$ cat src/rtl/pcie_phy_pkg.sv
`default_nettype none
// ----------------------------------------------------------------------------
// pcie_phy_pkg : PCIe TX PHY symbol codes, scheduler states, scrambler LFSR
// Rev 1.0
// ----------------------------------------------------------------------------
package pcie_phy_pkg;

  localparam logic [7:0] K28_5_COM = 8'hBC;
  localparam logic [7:0] K28_0_SKP = 8'h1C;
  localparam logic [7:0] D0_0_IDLE = 8'h00;

  typedef logic [1:0] tx_sched_state_e;
  localparam tx_sched_state_e S_RUN      = 2'd0;
  localparam tx_sched_state_e S_SKP_COM  = 2'd1;
  localparam tx_sched_state_e S_SKP_BODY = 2'd2;

  // x^16+x^5+x^4+x^3+1 in Galois form: feedback taps land on bits 0,3,4,5
  localparam logic [15:0] LFSR_SEED = 16'hFFFF;
  localparam logic [15:0] LFSR_POLY = 16'h0039;

  // Returns {key byte (bit i = msb before shift i), state after 8 shifts}
  function automatic logic [23:0] lfsr_advance8(input logic [15:0] state);
    logic [15:0] s;
    logic [7:0]  key;
    s   = state;
    key = 8'h00;
    for (int i = 0; i < 8; i++) begin
      key[i] = s[15];
      s      = s[15] ? ({s[14:0], 1'b0} ^ LFSR_POLY) : {s[14:0], 1'b0};
    end
    return {key, s};
  endfunction

endpackage

`default_nettype wire

$ cat src/rtl/tx_lfsr_scrambler.sv
`default_nettype none
// ----------------------------------------------------------------------------
// tx_lfsr_scrambler : byte-wide PCIe data scrambler; K symbols pass unchanged
// Rev 1.0
// ----------------------------------------------------------------------------
module tx_lfsr_scrambler
  import pcie_phy_pkg::*;
(
  input  logic       clk_i,
  input  logic       rst_i,
  input  logic       reseed_i,
  input  logic       advance_i,
  input  logic [7:0] data_i,
  input  logic       is_k_i,
  output logic [7:0] data_o
);

  logic [15:0] r_lfsr;
  logic [15:0] w_lfsr_next;
  logic [7:0]  w_key;

  always_comb begin
    {w_key, w_lfsr_next} = lfsr_advance8(r_lfsr);
  end

  assign data_o = is_k_i ? data_i : (data_i ^ w_key);

  always_ff @(posedge clk_i) begin
    if (rst_i || reseed_i) begin
      r_lfsr <= LFSR_SEED;
    end else if (advance_i) begin
      r_lfsr <= w_lfsr_next;
    end
  end

endmodule

`default_nettype wire

$ cat src/rtl/tx_skp_scheduler.sv
`default_nettype none
// ----------------------------------------------------------------------------
// tx_skp_scheduler : PCIe TX symbol scheduler (packets, logical idle, SKP sets)
// Optional data scrambling when TX_SCRAMBLE_EN is defined.   Rev 1.0
// ----------------------------------------------------------------------------
module tx_skp_scheduler
  import pcie_phy_pkg::*;
#(
  parameter int SKP_INTERVAL  = 1180,
  parameter int SKP_COUNT     = 3,
  parameter int SKP_MAX_DEFER = 512
) (
  input  logic       clk_i,
  input  logic       rst_i,
  input  logic       en_i,
  input  logic [7:0] in_data_i,
  input  logic       in_is_k_i,
  input  logic       in_eop_i,
  input  logic       in_valid_i,
  output logic       in_ready_o,
  input  logic       skp_req_i,
  output logic [7:0] sym_data_o,
  output logic       sym_is_k_o,
  output logic       skp_sent_o,
  output logic       skp_overdue_o
);

  localparam int DEFER_W = $clog2(SKP_MAX_DEFER + 1);
  localparam logic [15:0]        c_cnt_last    = 16'(SKP_INTERVAL - 1);
  localparam logic [15:0]        c_cnt_prelast = 16'(SKP_INTERVAL - 2);
  localparam logic [DEFER_W-1:0] c_defer_max   = DEFER_W'(SKP_MAX_DEFER);
  localparam logic [DEFER_W-1:0] c_defer_pre   = DEFER_W'(SKP_MAX_DEFER - 1);
  localparam logic [2:0]         c_body_last   = 3'(SKP_COUNT - 2);
  localparam logic               c_single_skp  = (SKP_COUNT == 1);

  tx_sched_state_e    r_state;
  logic [15:0]        r_skp_cnt;
  logic [DEFER_W-1:0] r_defer_cnt;
  logic [2:0]         r_body_cnt;
  logic               r_pending;
  logic               r_mid_pkt;
  logic [7:0]         r_sym_data;
  logic               r_sym_is_k;
  logic               r_skp_sent;
  logic               r_overdue;

  logic       w_run;
  logic       w_go_skp;
  logic       w_ready;
  logic       w_accept;
  logic       w_cnt_hit;
  logic       w_defer_inc;
  logic [7:0] w_run_data;
  logic       w_run_is_k;
  logic [7:0] w_run_tx;

  assign w_run    = (r_state == S_RUN);
  assign w_go_skp = w_run & en_i & r_pending & ~r_mid_pkt;
  assign w_ready  = en_i & w_run & ~(r_pending & ~r_mid_pkt);
  assign w_accept = in_valid_i & w_ready;

  // Pending is raised as the counter steps onto its last value, so the COM
  // lands exactly SKP_INTERVAL-1 run symbols after the previous set.
  assign w_cnt_hit   = w_run & en_i & (r_skp_cnt == c_cnt_prelast);
  assign w_defer_inc = w_run & r_pending & r_mid_pkt & (r_defer_cnt != c_defer_max);

  assign w_run_data = w_accept ? in_data_i : D0_0_IDLE;
  assign w_run_is_k = w_accept & in_is_k_i;

`ifdef TX_SCRAMBLE_EN
  tx_lfsr_scrambler u_scrambler (
    .clk_i     (clk_i),
    .rst_i     (rst_i),
    .reseed_i  (w_go_skp),
    .advance_i (w_run & ~w_go_skp),
    .data_i    (w_run_data),
    .is_k_i    (w_run_is_k),
    .data_o    (w_run_tx)
  );
`else
  assign w_run_tx = w_run_data;
`endif

  always_ff @(posedge clk_i) begin
    if (rst_i) begin
      r_skp_cnt   <= '0;
      r_pending   <= 1'b0;
      r_mid_pkt   <= 1'b0;
      r_defer_cnt <= '0;
      r_overdue   <= 1'b0;
    end else begin
      if (w_go_skp) begin
        r_skp_cnt <= '0;
      end else if (w_run && en_i && (r_skp_cnt != c_cnt_last)) begin
        r_skp_cnt <= r_skp_cnt + 16'd1;
      end

      if (w_go_skp) begin
        r_pending <= 1'b0;
      end else if (skp_req_i || w_cnt_hit) begin
        r_pending <= 1'b1;
      end

      if (w_accept) begin
        r_mid_pkt <= ~in_eop_i;
      end

      if (w_go_skp) begin
        r_defer_cnt <= '0;
      end else if (w_defer_inc) begin
        r_defer_cnt <= r_defer_cnt + 1'b1;
      end

      if (w_defer_inc && (r_defer_cnt == c_defer_pre)) begin
        r_overdue <= 1'b1;
      end
    end
  end

  always_ff @(posedge clk_i) begin
    if (rst_i) begin
      r_state    <= S_RUN;
      r_body_cnt <= 3'd0;
      r_sym_data <= D0_0_IDLE;
      r_sym_is_k <= 1'b0;
      r_skp_sent <= 1'b0;
    end else begin
      r_skp_sent <= 1'b0;
      case (r_state)
        S_RUN: begin
          if (w_go_skp) begin
            r_state    <= S_SKP_COM;
            r_sym_data <= K28_5_COM;
            r_sym_is_k <= 1'b1;
          end else begin
            r_sym_data <= w_run_tx;
            r_sym_is_k <= w_run_is_k;
          end
        end
        S_SKP_COM: begin
          r_sym_data <= K28_0_SKP;
          r_sym_is_k <= 1'b1;
          r_body_cnt <= 3'd0;
          if (c_single_skp) begin
            r_skp_sent <= 1'b1;
            r_state    <= S_RUN;
          end else begin
            r_state <= S_SKP_BODY;
          end
        end
        S_SKP_BODY: begin
          r_sym_data <= K28_0_SKP;
          r_sym_is_k <= 1'b1;
          r_body_cnt <= r_body_cnt + 3'd1;
          if (r_body_cnt == c_body_last) begin
            r_skp_sent <= 1'b1;
            r_state    <= S_RUN;
          end
        end
        default: r_state <= S_RUN;
      endcase
    end
  end

  assign in_ready_o    = w_ready;
  assign sym_data_o    = r_sym_data;
  assign sym_is_k_o    = r_sym_is_k;
  assign skp_sent_o    = r_skp_sent;
  assign skp_overdue_o = r_overdue;

endmodule

`default_nettype wire

$ cat config.mk
export PLATFORM = sky130hd
export DESIGN_NAME = tx_skp_scheduler
export DESIGN_NICKNAME = d
export VERILOG_FILES = /design/src/rtl/pcie_phy_pkg.sv /design/src/rtl/tx_lfsr_scrambler.sv /design/src/rtl/tx_skp_scheduler.sv
export SDC_FILE = /design/constraint.sdc
export NUM_CORES = 1
export LEC_CHECK = 0
export BUFFER_PORTS_ARGS = -buffer_cell sky130_fd_sc_hd__clkbuf_2
export CAP_MARGIN = 20
export CELL_PAD_IN_SITES_DETAIL_PLACEMENT = 0
export CELL_PAD_IN_SITES_GLOBAL_PLACEMENT = 1
export CORE_MARGIN = 5
export CORE_UTILIZATION = 46
export CTS_CLUSTER_SIZE = 24
export DETAILED_ROUTE_END_ITERATION = 8
export PLACE_DENSITY_LB_ADDON = 0.1
export SLEW_MARGIN = 25
export SYNTH_ARGS = -nofsm -noshare
export SYNTH_HDL_FRONTEND = slang
export SYNTH_SLANG_ARGS = --single-unit
$ cat constraint.sdc
create_clock -name clk_i -period 3.28 [get_ports clk_i]
set_input_delay 0.656 -clock clk_i [delete_from_list [all_inputs] [get_ports clk_i]]
set_output_delay 0.656 -clock clk_i [all_outputs]
set_load 0.02 [all_outputs]
# Word level (Yosys, flattened, before mapping)
# Cells that the tools add are included.
# W data, S select, Z words.
# totals
reg_bits	44
in_bits	15
out_inout_bits	12
word_cells	58
# classes
addsub	3
n_eq_ne	9
mux	10
bitwise_logic	15
reduce_logical	11
# op_table
operator	n
$add A16 B1 Y16 const B	1
$eq A16 B11 Y1 const B	1
$mux W8	2
$ne A16 B11 Y1 const B	1
$pmux W8 S2	1
$and A1 B1 Y1	11
$add A10 B1 Y10 const B	1
$eq A10 B9 Y1 const B	1
$ne A10 B10 Y1 const B	1
$pmux W2 S3	1
$pmux W3 S2	1
$reduce_or A2 Y1	3
$mux W2	2
$not A1 Y1	4
$reduce_bool A2 Y1	2
$add A3 B1 Y3 const B	1
$eq A3 B1 Y1 const B	1
$logic_and A1 B1 Y1	3
$eq A2 B1 Y1 const B	1
$eq A2 B2 Y1 const B	1
$logic_not A2 Y1	1
$mux W1	2
$ne A2 B1 Y1 const B	1
$ne A2 B2 Y1 const B	1
3 further kinds	3

# Depth between registers and ports, before layout
# Gate-level depths: netlist of the first run.
# logic_depth
word_depth	8
depth_mapped	9
depth_no_buf	6

# Worst setup path after synthesis of the first run
# No wires, ideal clock.
# synth_path
kind	register to register
startpoint	register r_state[0]
endpoint	register r_skp_cnt[15]
setup_time_ps	71
t_arrival_ps	1824
required_time_ps	3209
setup_slack_ps	1385
stages_incl_launch_ff	10
path_buffers	4
synth_period_minus_slack_ps	1895
cell_sequence	dfxtp_1 inv_1 ha_1 clkbuf_2 and4b_1 clkbuf_1 or2_2 clkbuf_1 clkbuf_1 a21oi_1
# synth_via
elab_chain_len	5
# synth_rtl
item	line_no	rtl
start, declared	tx_skp_scheduler.sv:36	tx_sched_state_e r_state;
start signal, assigned	tx_skp_scheduler.sv:122	r_state <= S_RUN;
start signal, assigned	tx_skp_scheduler.sv:132	r_state <= S_SKP_COM;
start signal, assigned	tx_skp_scheduler.sv:146	r_state <= S_RUN;
$logic_not A2 Y1 *	tx_skp_scheduler.sv:57	assign w_run = (r_state == S_RUN);
$and A1 B1 Y1 (3 in a row)	tx_skp_scheduler.sv:58	assign w_go_skp = w_run & en_i & r_pending & ~r_mid_pkt;
$reduce_or A2 Y1 (no source line)	-	
end signal, assigned	tx_skp_scheduler.sv:95	r_skp_cnt <= r_skp_cnt + 16'd1;
end, declared	tx_skp_scheduler.sv:37	logic [15:0] r_skp_cnt;
# Every way passes the cells marked *; elsewhere a longest branch is shown, timed or not.
# A chain may end at the register's enable or synchronous reset.

# Worst setup path in the final report of the first run
# layout_path
startpoint	register r_state[0]
endpoint	output port in_ready_o
# layout_via
elab_chain_len	3
# layout_rtl
item	line_no	rtl
$logic_not A2 Y1	tx_skp_scheduler.sv:57	
$and A1 B1 Y1 (2 in a row)	tx_skp_scheduler.sv:59	assign w_ready = en_i & w_run & ~(r_pending & ~r_mid_pkt);
end, declared	tx_skp_scheduler.sv:20	output logic in_ready_o,
# Every way passes these cells.

==> run_results.csv, run 1 <==
group,metric,value,unit
clock_network,cts_buffer_depth,2,
route,drc,0,
logic_synthesis,synthCells,240,
grt,grt_usage,14.44,%
route,firstDrtPassIters,4,
route,routed_via_density,5.431,
sta,slew_headroom,53.79,%
critical_path,r2r_end,"r_skp_cnt[14]$_SDFFE_PP0P_",
logic_synthesis,ys_types,44,
power,irDropWorstVdd,0.3219,mV
logic_synthesis,yosysSeqAreaShare,41.93,%
clock_network,root_buffer,"clkbuf_8",
critical_path,crit_type,"reg2out",
power,cellPowerDensity,525.0,nW/um^2
logic_synthesis,synthMuxAreaShare,1.489,%
critical_path,crit_buf_inv,2,
grt,antenna_found_initial,0,
critical_path,crit_family,"flip-flops",
clock_network,insertion_delay,0.28,ns
die,start_util,47.92,%
grt,grt_max_degree,27,
finish,diodes,0,
placed_design,io_buffers,26,
clock_network,cts_hold_buf,0,
critical_path,path_cells,"inv_1, ha_1, nand2_1, nor2_1, clkbuf_2",
sta,fin_crit_sh,66.65,%
critical_path,cpPeakStageDelay,0.34,ns
min_path,hold_start,"r_body_cnt[2]$_SDFFE_PP0N_",
die,pin_count,27,
critical_path,crit_slowest_cell,"dfxtp_1",
grt,grt_pass1_wl,7.265,mm
logic_synthesis,synth-compound-area-share,11.14,%
sta,tightest_slew,0.6917,ns
critical_path,r2r-start,"r_state[0]$_SDFFE_PP0P_",
logic_synthesis,synth-simple-area-share,27.87,%
logic_synthesis,syn_nets,266,
clock_network,cts.repair.resized,0,
critical_path,crit_path_end_kind,"primary output",
finish,final_core_util,53.71,%
logic_synthesis,synth-adder-area-share,6.552,%
sta,setup_tns,0,ns
clock_network,clk_pin_slew,0.08,ns
logic_synthesis,yosys_warnings,0,
clock_network,clkSinkCount,44,
clock_network,h-tree-depth,2,
critical_path,arrival,1.53,ns
logic_synthesis,synth_top_family_by_area,"simple AND/OR/NAND/NOR gates",
sta,rsz0062_at_grt,"false",
critical_path,path_max_fanout,9,
die,dieArea,6019,um^2
sta,fin_skew,0.004432,ns
finish,stdcell_count,318,
finish,area_delta_synth_final,12.09,%
clock_network,cts_buffers,5,
min_path,holdCritPathClass,"reg2reg",
grt,overflow,0,
logic_synthesis,synth_xor_area_share,6.671,%
placed_design,post-dp-hpwl,3.029,mm
placed_design,gp_congestion,0.7786,
finish,nets,291,
die,die_h,77.58,um
finish,drive_above_1_share,14.66,%
min_path,hold_depth,1,
critical_path,rr_worst_depth,6,
sta,report.final.slew_viol_count,0,
logic_synthesis,synth.avg_cell_area,8.753,um^2
sta,whs,0.4634,ns
flow_run,cap_violations,0,
route,vias,1727,
route,ant_nets,0,
finish,final_common_cell,"dfxtp_1",
finish,final_cell_mix,"dfxtp_1, nor2_1, clkbuf_2, inv_1, nand2_1",
route,wire_per_inst,13.13,um
die,core,4384,um^2
route,wl,4.174,mm
min_path,hold_path_end,"skp_sent_o$_SDFF_PP0_",
logic_synthesis,ys_ff_latch,44,
sta,fin_crit,2.186,ns
sta,fmax,457.5,MHz
run_status,status,"finished clean",
clock_network,cts_tree,"yes",
die,num_rows,24,
power,leakagePower,0.8503,nW
sta,final_hold_viol_count,0,
sta,finalSetupViolations,0,
finish,postLayoutCellArea,2355,um^2
critical_path,reg2reg_slack,1.17,ns
placed_design,place_area,2265,um^2
placed_design,dp.cells,310,
logic_synthesis,synth_area,2101,um^2
route,drt_iter0_markers,74,
die,fp.dieW,77.58,um
critical_path,cp-start-kind,"register",
critical_path,required,2.62,ns
grt,grt_pass1_vias,1665,
clock_network,postCtsSetupBuffers,0,
-- sequential cells by signal, summed over array words and instances, names as in the netlist --
signal         cells
sym_is_k_o         1
r_pending          1
sym_data_o         8
r_defer_cnt       10
r_mid_pkt          1
r_skp_cnt         16
r_state            2
skp_sent_o         1
r_body_cnt         3
skp_overdue_o      1
-- kinds of logic after synthesis --
group                      count (synthesis)
AOI/OAI and AO/OA                         35
buffers and inverters                     24
and+or+nand+nor                          107
muxes                                      3
xor gates and xnor gates                  16
adders and majority gates                 11
DFF                                       44
-- power breakdown --
| part | internal, mW | switching, mW | total (mW) |
|---|---|---|---|
| combinational | 0.106 | 0.182 | 0.288 |
| sequential | 0.575 | 0.0321 | 0.607 |
| clock | 0.172 | 0.169 | 0.341 |
-- metal layers --
| layer | wire length [um] | track usage (%) | vias up | part of all wire [%] |
|---|---|---|---|---|
| met5 | 0 | 0 | - | 0 |
| met2 | 1814 | 22.54 | 26 | 43 |
| li1 | - | - | 901 | - |
| met4 | 63 | 4.983 | 0 | 1.5 |
| met3 | 147 | 3.588 | 7 | 3.5 |
| met1 | 2148 | 19.37 | 793 | 51 |
-- cells in the mapped netlist, drive strengths merged --
cell type	n	area, um^2
a31oi	1	6.260
nand3b	2	15.01
nor2b	1	6.260
a311oi	1	8.760
nor2	33	123.9
a222oi	2	20.02
inv	16	60.06
nand4bb	1	11.26
nor3	6	30.03
a22oi	3	22.52
nand3	9	45.04
o21ai	7	35.03
a221oi	4	35.03
ha	11	137.6
and4b	2	20.02
o31ai	1	7.510
mux2i	2	20.02
or4b	1	13.76
nand4b	1	8.760
nor4	10	62.56
nand2b	2	12.51
or3	8	50.05
buf	1	3.750
dfxtp	44	880.8
mux2	1	11.26
o21a	1	7.510
a21oi	11	58.81
or2	1	6.260
nand4	5	37.53
xnor2	12	105.1
o22a	1	8.760
clkbuf	7	27.52
nor4b	2	17.52
nor3b	1	7.510
xor2	4	35.03
and2	2	12.51
or4	2	22.52
a211oi	2	15.01
and4	3	26.28
nand2	15	56.30
a2bb2oi	1	8.760
-- layout make-up --
| type | count | area [um^2] |
|---|---|---|
| clock buffer | 8 | 90.09 |
| multi-input combinational | 172 | 1129 |
| timing repair buffer | 26 | 130.1 |
| tap | 52 | 65.06 |
| inverter | 16 | 60.06 |
| fill | 434 | 2029 |
| sequential | 44 | 880.8 |
-- how the worst max path moves through the flow --
stage          slack [ns]               startpoint  depth (start not counted)                    endpoint
5_1_grt              0.94  r_state[0]$_SDFFE_PP0P_                          6     sym_is_k_o$_SDFFE_PP0P_
4_1_cts              1.09  r_state[0]$_SDFFE_PP0P_                          5                  in_ready_o
3_3_place_gp         1.21                     en_i                          5  r_skp_cnt[14]$_SDFFE_PP0P_
2_1_floorplan        1.39  r_state[0]$_SDFFE_PP0P_                          9  r_skp_cnt[15]$_SDFFE_PP0P_
6_report             1.09  r_state[0]$_SDFFE_PP0P_                          5                  in_ready_o
3_5_place_dp         1.17                     en_i                          5  r_skp_cnt[14]$_SDFFE_PP0P_
-- per-stage QoR --
step | setup WS [ns] | total power [mW]
floorplan | 1.385 | 0.8286
global placement | 1.213 | 0.9057
detailed placement | 1.168 | 0.9092
CTS | 1.089 | 1.254
global route | 0.9376 | 1.314
finish | 1.094 | 1.236
Note: power is estimated with default switching activity, not from simulation.
==> run 2: changes to the inputs <==
Settings changed: ABC_AREA set to 1, CORE_UTILIZATION 46 to 42.
Clock period 3.28 ns to 2.12 ns, I/O delays scaled along.
==> run 2 against run 1 <==
Net effect: clock-buffer cell count decreased by 2; flip-flop and latch count is the same; clock power up 86%; die area rose by 22%; sequential power increased by 62%; synthesized cell count is 46% higher; critical path depth unchanged; wire length is 25% higher; final area grew 15%; utilization is 4.9 points lower; critical path type unchanged; largest power group unchanged; highest routed layer unchanged.
==> run_results.csv, run 2 <==
group,metric,value,unit
run_status,status,"finished clean",
min_path,hold_depth,2,
sta,fin_skew,0.007477,ns
power,report.power.total,2.200,mW
route,wire_per_inst,11.54,um
critical_path,cp-start-kind,"register",
critical_path,crit_path_end_kind,"primary output",
finish,register_area,880.8,um^2
sta,slew_headroom,72.88,%
route,route.met3.wl,168,um
clock_network,cts_buffers,5,
flow_run,cap_violations,0,
logic_synthesis,yosys_warnings,0,
sta,setup_tns,0,ns
clock_network,cts_tree,"yes",
route,wl,5.204,mm
die,pin_count,27,
logic_synthesis,yosysTopAreaCell,"dfxtp_1",
critical_path,crit_slowest_cell,"dfxtp_1",
sta,fin_ws,0.2034,ns
route,routed_via_density,4.723,
finish,diodes,0,
grt,grt_max_degree,14,
sta,report.final.slew_viol_count,0,
clock_network,postCtsSetupBuffers,0,
die,die_h,85.79,um
clock_network,insertion_delay,0.29,ns
sta,tightest_slew,0.4068,ns
route,firstDrtPassIters,4,
logic_synthesis,synthCells,350,
route,top_layer_used,"met4",
grt,antenna_found_initial,0,
logic_synthesis,synth.avg_cell_area,6.892,um^2
sta,finalSetupViolations,0,
logic_synthesis,synth_area,2412,um^2
route,wl_met2,2.443,mm
grt,grt_usage,14.54,%
critical_path,cpPeakStageDelay,0.34,ns
clock_network,cts_hold_buf,0,
power,seqPwrFrac,44.6,%
min_path,holdCritPathClass,"in2reg",
critical_path,r2r_end,"r_pending$_SDFFE_PP0P_",
logic_synthesis,yosysMostFrequentCell,"nand2_1",
finish,final_cell_mix,"nand2_1, nor2_1, dfxtp_1, inv_1, clkbuf_2",
logic_synthesis,yosysSeqAreaShare,36.51,%
critical_path,arrival,1.49,ns
clock_network,cts.repair.resized,0,
route,drt_iter0_markers,94,
die,core,5540,um^2
route,ant_nets,0,
clock_network,h-tree-depth,2,
die,dieArea,7359,um^2
sta,fin_crit_sh,90.41,%
min_path,hold_path_end,"r_mid_pkt$_SDFFE_PP0P_",
clock_network,root_buffer,"clkbuf_8",
grt,grt_pass1_wl,8.694,mm
finish,final_core_util,48.80,%
logic_synthesis,syn_nets,376,
finish,multi_input_area,1323,um^2
logic_synthesis,synthArstFlopShare,0,%
finish,final_common_cell,"nand2_1",
sta,fmax,521.8,MHz
finish,drive_above_1_share,15.30,%
finish,nets,404,
power,swShare,33.96,%
critical_path,crit_buf_inv,2,
die,fp.dieW,85.79,um
clock_network,clk_pin_slew,0.08,ns
critical_path,reg2reg_slack,0.36,ns
critical_path,path_cells,"inv_1, ha_1, nand2_1, a21oi_1, clkbuf_2",
critical_path,r2r-start,"r_state[1]$_SDFFE_PP0P_",
power,p_switching,747.1,uW
power,leakagePower,1.074,nW
critical_path,rr_worst_depth,8,
clock_network,clkSinkCount,44,
critical_path,required,1.70,ns
sta,rsz0062_at_grt,"false",
sta,fin_crit,1.917,ns
power,cellPowerDensity,813.8,nW/um^2
power,power_frac_comb,26.7,%
route,vias,2130,
power,clkPwrFrac,28.8,%
clock_network,cts_buffer_depth,2,
placed_design,gp_congestion,0.7885,
logic_synthesis,ys_types,30,
logic_synthesis,synth-edff-count,0,
grt,grt_pass1_vias,1916,
finish,largest-register,"r_skp_cnt",
sta,final_hold_viol_count,0,
critical_path,crit_family,"buffers and inverters",
min_path,hold_start,"in_eop_i",
power,internal_power,1.453,mW
logic_synthesis,yosys-top-cells-area,"dfxtp_1, nand2_1, nor2_1",
placed_design,io_buffers,26,
finish,largest_reg_flops,16,
route,met1Wirelength,2.533,mm
placed_design,post-place-ws,0.3950,ns
logic_synthesis,yosysTopAreaCellShare,36.51,%
die,num_rows,27,
die,start_util,43.54,%
grt,overflow,0,
logic_synthesis,netlist_top_cells_count,"nand2_1, nor2_1, dfxtp_1",
placed_design,post-dp-hpwl,3.967,mm
route,drc,0,
finish,area_delta_synth_final,12.08,%
logic_synthesis,ys_ff_latch,44,
critical_path,path_max_fanout,4,
power,irDropWorstVdd,0.3476,mV
finish,fill_cells,614,
logic_synthesis,synth-main-ff-cell,"dfxtp_1",
critical_path,crit_type,"reg2out",
==> run 2: cell types whose count changed after synthesis, moves of 6 or more <==
cell | previous run | this run
a21oi_2 | 1 | 8
a21oi_1 | 10 | 24
xnor2_1 | 12 | 3
nor4_1 | 10 | 0
nand2_1 | 15 | 89
or3_1 | 8 | 0
inv_1 | 16 | 40
nand3_1 | 9 | 21
nor2_1 | 33 | 52
o21ai_0 | 7 | 13
==> run 2: power by group through the flow <==
| stage | clock network [mW] | registers (mW) | logic (mW) |
|---|---|---|---|
| 6_report | 0.633 | 0.981 | 0.586 |
| 2_1_floorplan | 0 | 1.05 | 0.382 |
| 3_5_place_dp | 0 | 1.00 | 0.585 |
| 4_1_cts | 0.660 | 0.981 | 0.592 |
| 5_1_grt | 0.693 | 0.994 | 0.657 |
| 3_3_place_gp | 0 | 0.995 | 0.583 |
==> run 2: layout make-up <==
| class | count | share of cell area, % |
|---|---|---|
| Clock buffer | 6 | 2.684 |
| Timing Repair Buffer | 28 | 5.368 |
| Multi-Input combinational cell | 257 | 48.91 |
| Sequential cell | 44 | 32.58 |
| Clock inverter | 2 | 1.296 |
| Tap cell | 72 | 3.332 |
| Inverter | 42 | 5.831 |
==> run 2: kinds of logic after synthesis <==
family	Yosys count	synth area share (%)
simple gates	184	32.88
buf+inv	49	8.661
compound gates	54	13.33
fa+ha+maj	11	5.705
flops	44	36.51
xor+xnor	8	2.905
==> run 2: through the flow <==
stage	hold slack [ns]	instance area [um^2]	cells
finish	0.3017	2704	451
global route	0.2903	2704	451
CTS	0.2893	2704	451
detailed placement	0.4583	2596	443
global placement	0.4512	2596	443
floorplan	0.4367	2412	350
==> run 2: worst max-delay path by stage <==
stage | startpoint | endpoint | slack (ns) | cells after the start
floorplan | r_state[0]$_SDFFE_PP0P_ | sym_data_o[7]$_SDFFE_PP0P_ | 0.47 | 8
global placement | r_state[0]$_SDFFE_PP0P_ | sym_data_o[5]$_SDFFE_PP0P_ | 0.45 | 7
detailed placement | r_state[0]$_SDFFE_PP0P_ | r_pending$_SDFFE_PP0P_ | 0.39 | 8
CTS | r_state[0]$_SDFFE_PP0P_ | in_ready_o | 0.18 | 5
global route | r_state[0]$_SDFFE_PP0P_ | in_ready_o | 0.07 | 5
finish | r_state[1]$_SDFFE_PP0P_ | in_ready_o | 0.20 | 5
==> run 2: metal layers <==
layer / track usage [%] / vias to the layer above
li1: - / 1159
met1: 19.23 / 941
met2: 23.87 / 26
met3: 3.074 / 4
met4: 4.173 / 0
met5: 0 / -
==> run 3: changes to the inputs <==
Settings changed: CORE_ASPECT_RATIO set to 1.25.
==> run 3 against run 2 <==
Net effect: critical path depth unchanged; clock-buffer cell count unchanged; maximum frequency increased by 3.1%; clock skew increased by 0.0012 ns; final cell count decreased by 1.8%; critical path type unchanged.
==> run_results.csv, run 3 (synthesized netlist as in run 2, its figures left out) <==
group,metric,value,unit
route,firstDrtPassIters,4,
finish,register_area,880.8,um^2
critical_path,crit_slowest_cell,"dfxtp_1",
clock_network,cts_buffer_depth,2,
min_path,hold_path_end,"r_mid_pkt$_SDFFE_PP0P_",
power,irDropWorstVdd,0.3110,mV
critical_path,path_max_fanout,4,
finish,final_common_cell,"nand2_1",
finish,fill_cells,580,
placed_design,gp_congestion,0.7724,
min_path,hold_start,"in_eop_i",
finish,diodes,0,
grt,grt_pass1_vias,2093,
sta,rsz0062_at_grt,"false",
clock_network,cts_tree,"yes",
critical_path,cp-start-kind,"register",
route,ant_nets,0,
clock_network,root_buffer,"clkbuf_8",
clock_network,clkSinkCount,44,
sta,fin_skew,0.008695,ns
power,cellPowerDensity,811.0,nW/um^2
die,core,5518,um^2
route,wire_per_inst,11.84,um
critical_path,arrival,1.44,ns
finish,largest-register,"r_skp_cnt",
die,dieArea,7369,um^2
grt,grt_max_degree,14,
clock_network,h-tree-depth,2,
sta,setup_tns,0,ns
sta,finalSetupViolations,0,
power,report.power.total,2.195,mW
route,routed_via_density,4.815,
min_path,hold_depth,2,
placed_design,io_buffers,26,
finish,final_cell_mix,"nand2_1, nor2_1, dfxtp_1, inv_1, clkbuf_2",
route,drc,0,
critical_path,r2r_end,"sym_data_o[7]$_SDFFE_PP0P_",
power,leakagePower,1.078,nW
critical_path,crit_path_end_kind,"primary output",
die,fp.dieW,77.79,um
finish,multi_input_area,1323,um^2
critical_path,crit_type,"reg2out",
sta,fin_crit,1.859,ns
sta,report.final.slew_viol_count,0,
critical_path,cpPeakStageDelay,0.34,ns
critical_path,reg2reg_slack,0.41,ns
placed_design,post-dp-hpwl,3.996,mm
clock_network,clk_pin_slew,0.08,ns
finish,postLayoutCellArea,2706,um^2
critical_path,r2r-start,"r_state[0]$_SDFFE_PP0P_",
clock_network,cts_hold_buf,0,
sta,final_hold_viol_count,0,
sta,fin_crit_sh,87.69,%
die,num_rows,30,
critical_path,rr_worst_depth,7,
clock_network,cts_buffers,5,
clock_network,postCtsSetupBuffers,0,
die,pin_count,27,
finish,largest_reg_flops,16,
critical_path,required,1.70,ns
min_path,holdCritPathClass,"in2reg",
finish,nets,404,
die,start_util,43.72,%
critical_path,path_cells,"inv_1, ha_1, nand2_1, a21oi_1, clkbuf_2",
die,die_h,94.73,um
clock_network,insertion_delay,0.29,ns
grt,overflow,0,
placed_design,place_area,2599,um^2
grt,antenna_found_initial,0,
grt,grt_usage,15.21,%
finish,drive_above_1_share,15.30,%
sta,tightest_slew,0.4045,ns
route,wl,5.243,mm
grt,grt_pass1_wl,9.225,mm
clock_network,cts.repair.resized,0,
route,vias,2133,
finish,area_delta_synth_final,12.19,%
flow_run,cap_violations,0,
sta,fmax,537.9,MHz
sta,whs,0.3073,ns
route,drt_iter0_markers,67,
run_status,status,"finished clean",
sta,slew_headroom,73.03,%
==> run 3: cell type report <==
type,count,share of cell area (%)
tap,64,2.959
inverter,42,5.825
clock inverter,2,1.294
timing repair buffer,28,5.825
multi-input combinational,257,48.87
sequential,44,32.55
clock buffer,6,2.681
==> run 3: per-stage QoR <==
step | std cells | util, % | worst slack [ns]
2_1_floorplan | 350 | - | 0.4744
3_3_place_gp | 435 | 47.10 | 0.4756
3_5_place_dp | 435 | 47.10 | 0.4307
4_1_cts | 443 | 49.05 | 0.2270
5_1_grt | 443 | 49.05 | 0.1128
6_report | 443 | 49.05 | 0.2610
==> run 3: metal layers <==
metal | global-route usage, % | vias up | wire [um]
met1 | 17.61 | 942 | 2405
met3 | 2.863 | 7 | 168
met4 | 5.731 | 0 | 84
li1 | - | 1161 | -
met2 | 27.44 | 23 | 2585
met5 | 0 | - | 0
==> run 3: worst max-delay path by stage <==
stage,from,to,slack [ns],cells past startpoint
CTS,r_state[0]$_SDFFE_PP0P_,in_ready_o,0.23,5
detailed placement,r_state[0]$_SDFFE_PP0P_,r_skp_cnt[7]$_SDFFE_PP0P_,0.43,8
global placement,r_state[0]$_SDFFE_PP0P_,sym_data_o[6]$_SDFFE_PP0P_,0.48,7
floorplan,r_state[0]$_SDFFE_PP0P_,sym_data_o[7]$_SDFFE_PP0P_,0.47,8
finish,r_state[0]$_SDFFE_PP0P_,in_ready_o,0.26,5
global route,r_state[0]$_SDFFE_PP0P_,in_ready_o,0.11,5
==> run 3: where the power goes <==
| part | internal, mW | switching, mW |
|---|---|---|
| combinational | 0.191 | 0.392 |
| clock | 0.350 | 0.282 |
| sequential | 0.919 | 0.0610 |
| total | 1.46 | 0.736 |
==> run 3: worst max-delay path, delay by kind of cell, from the launching register on <==
kind | cells | cell delay (ns)
compound gates | 1 | 0.19
fa+ha+maj | 1 | 0.18
simple gates | 1 | 0.11
flops | 1 | 0.34
buf+inv | 2 | 0.33
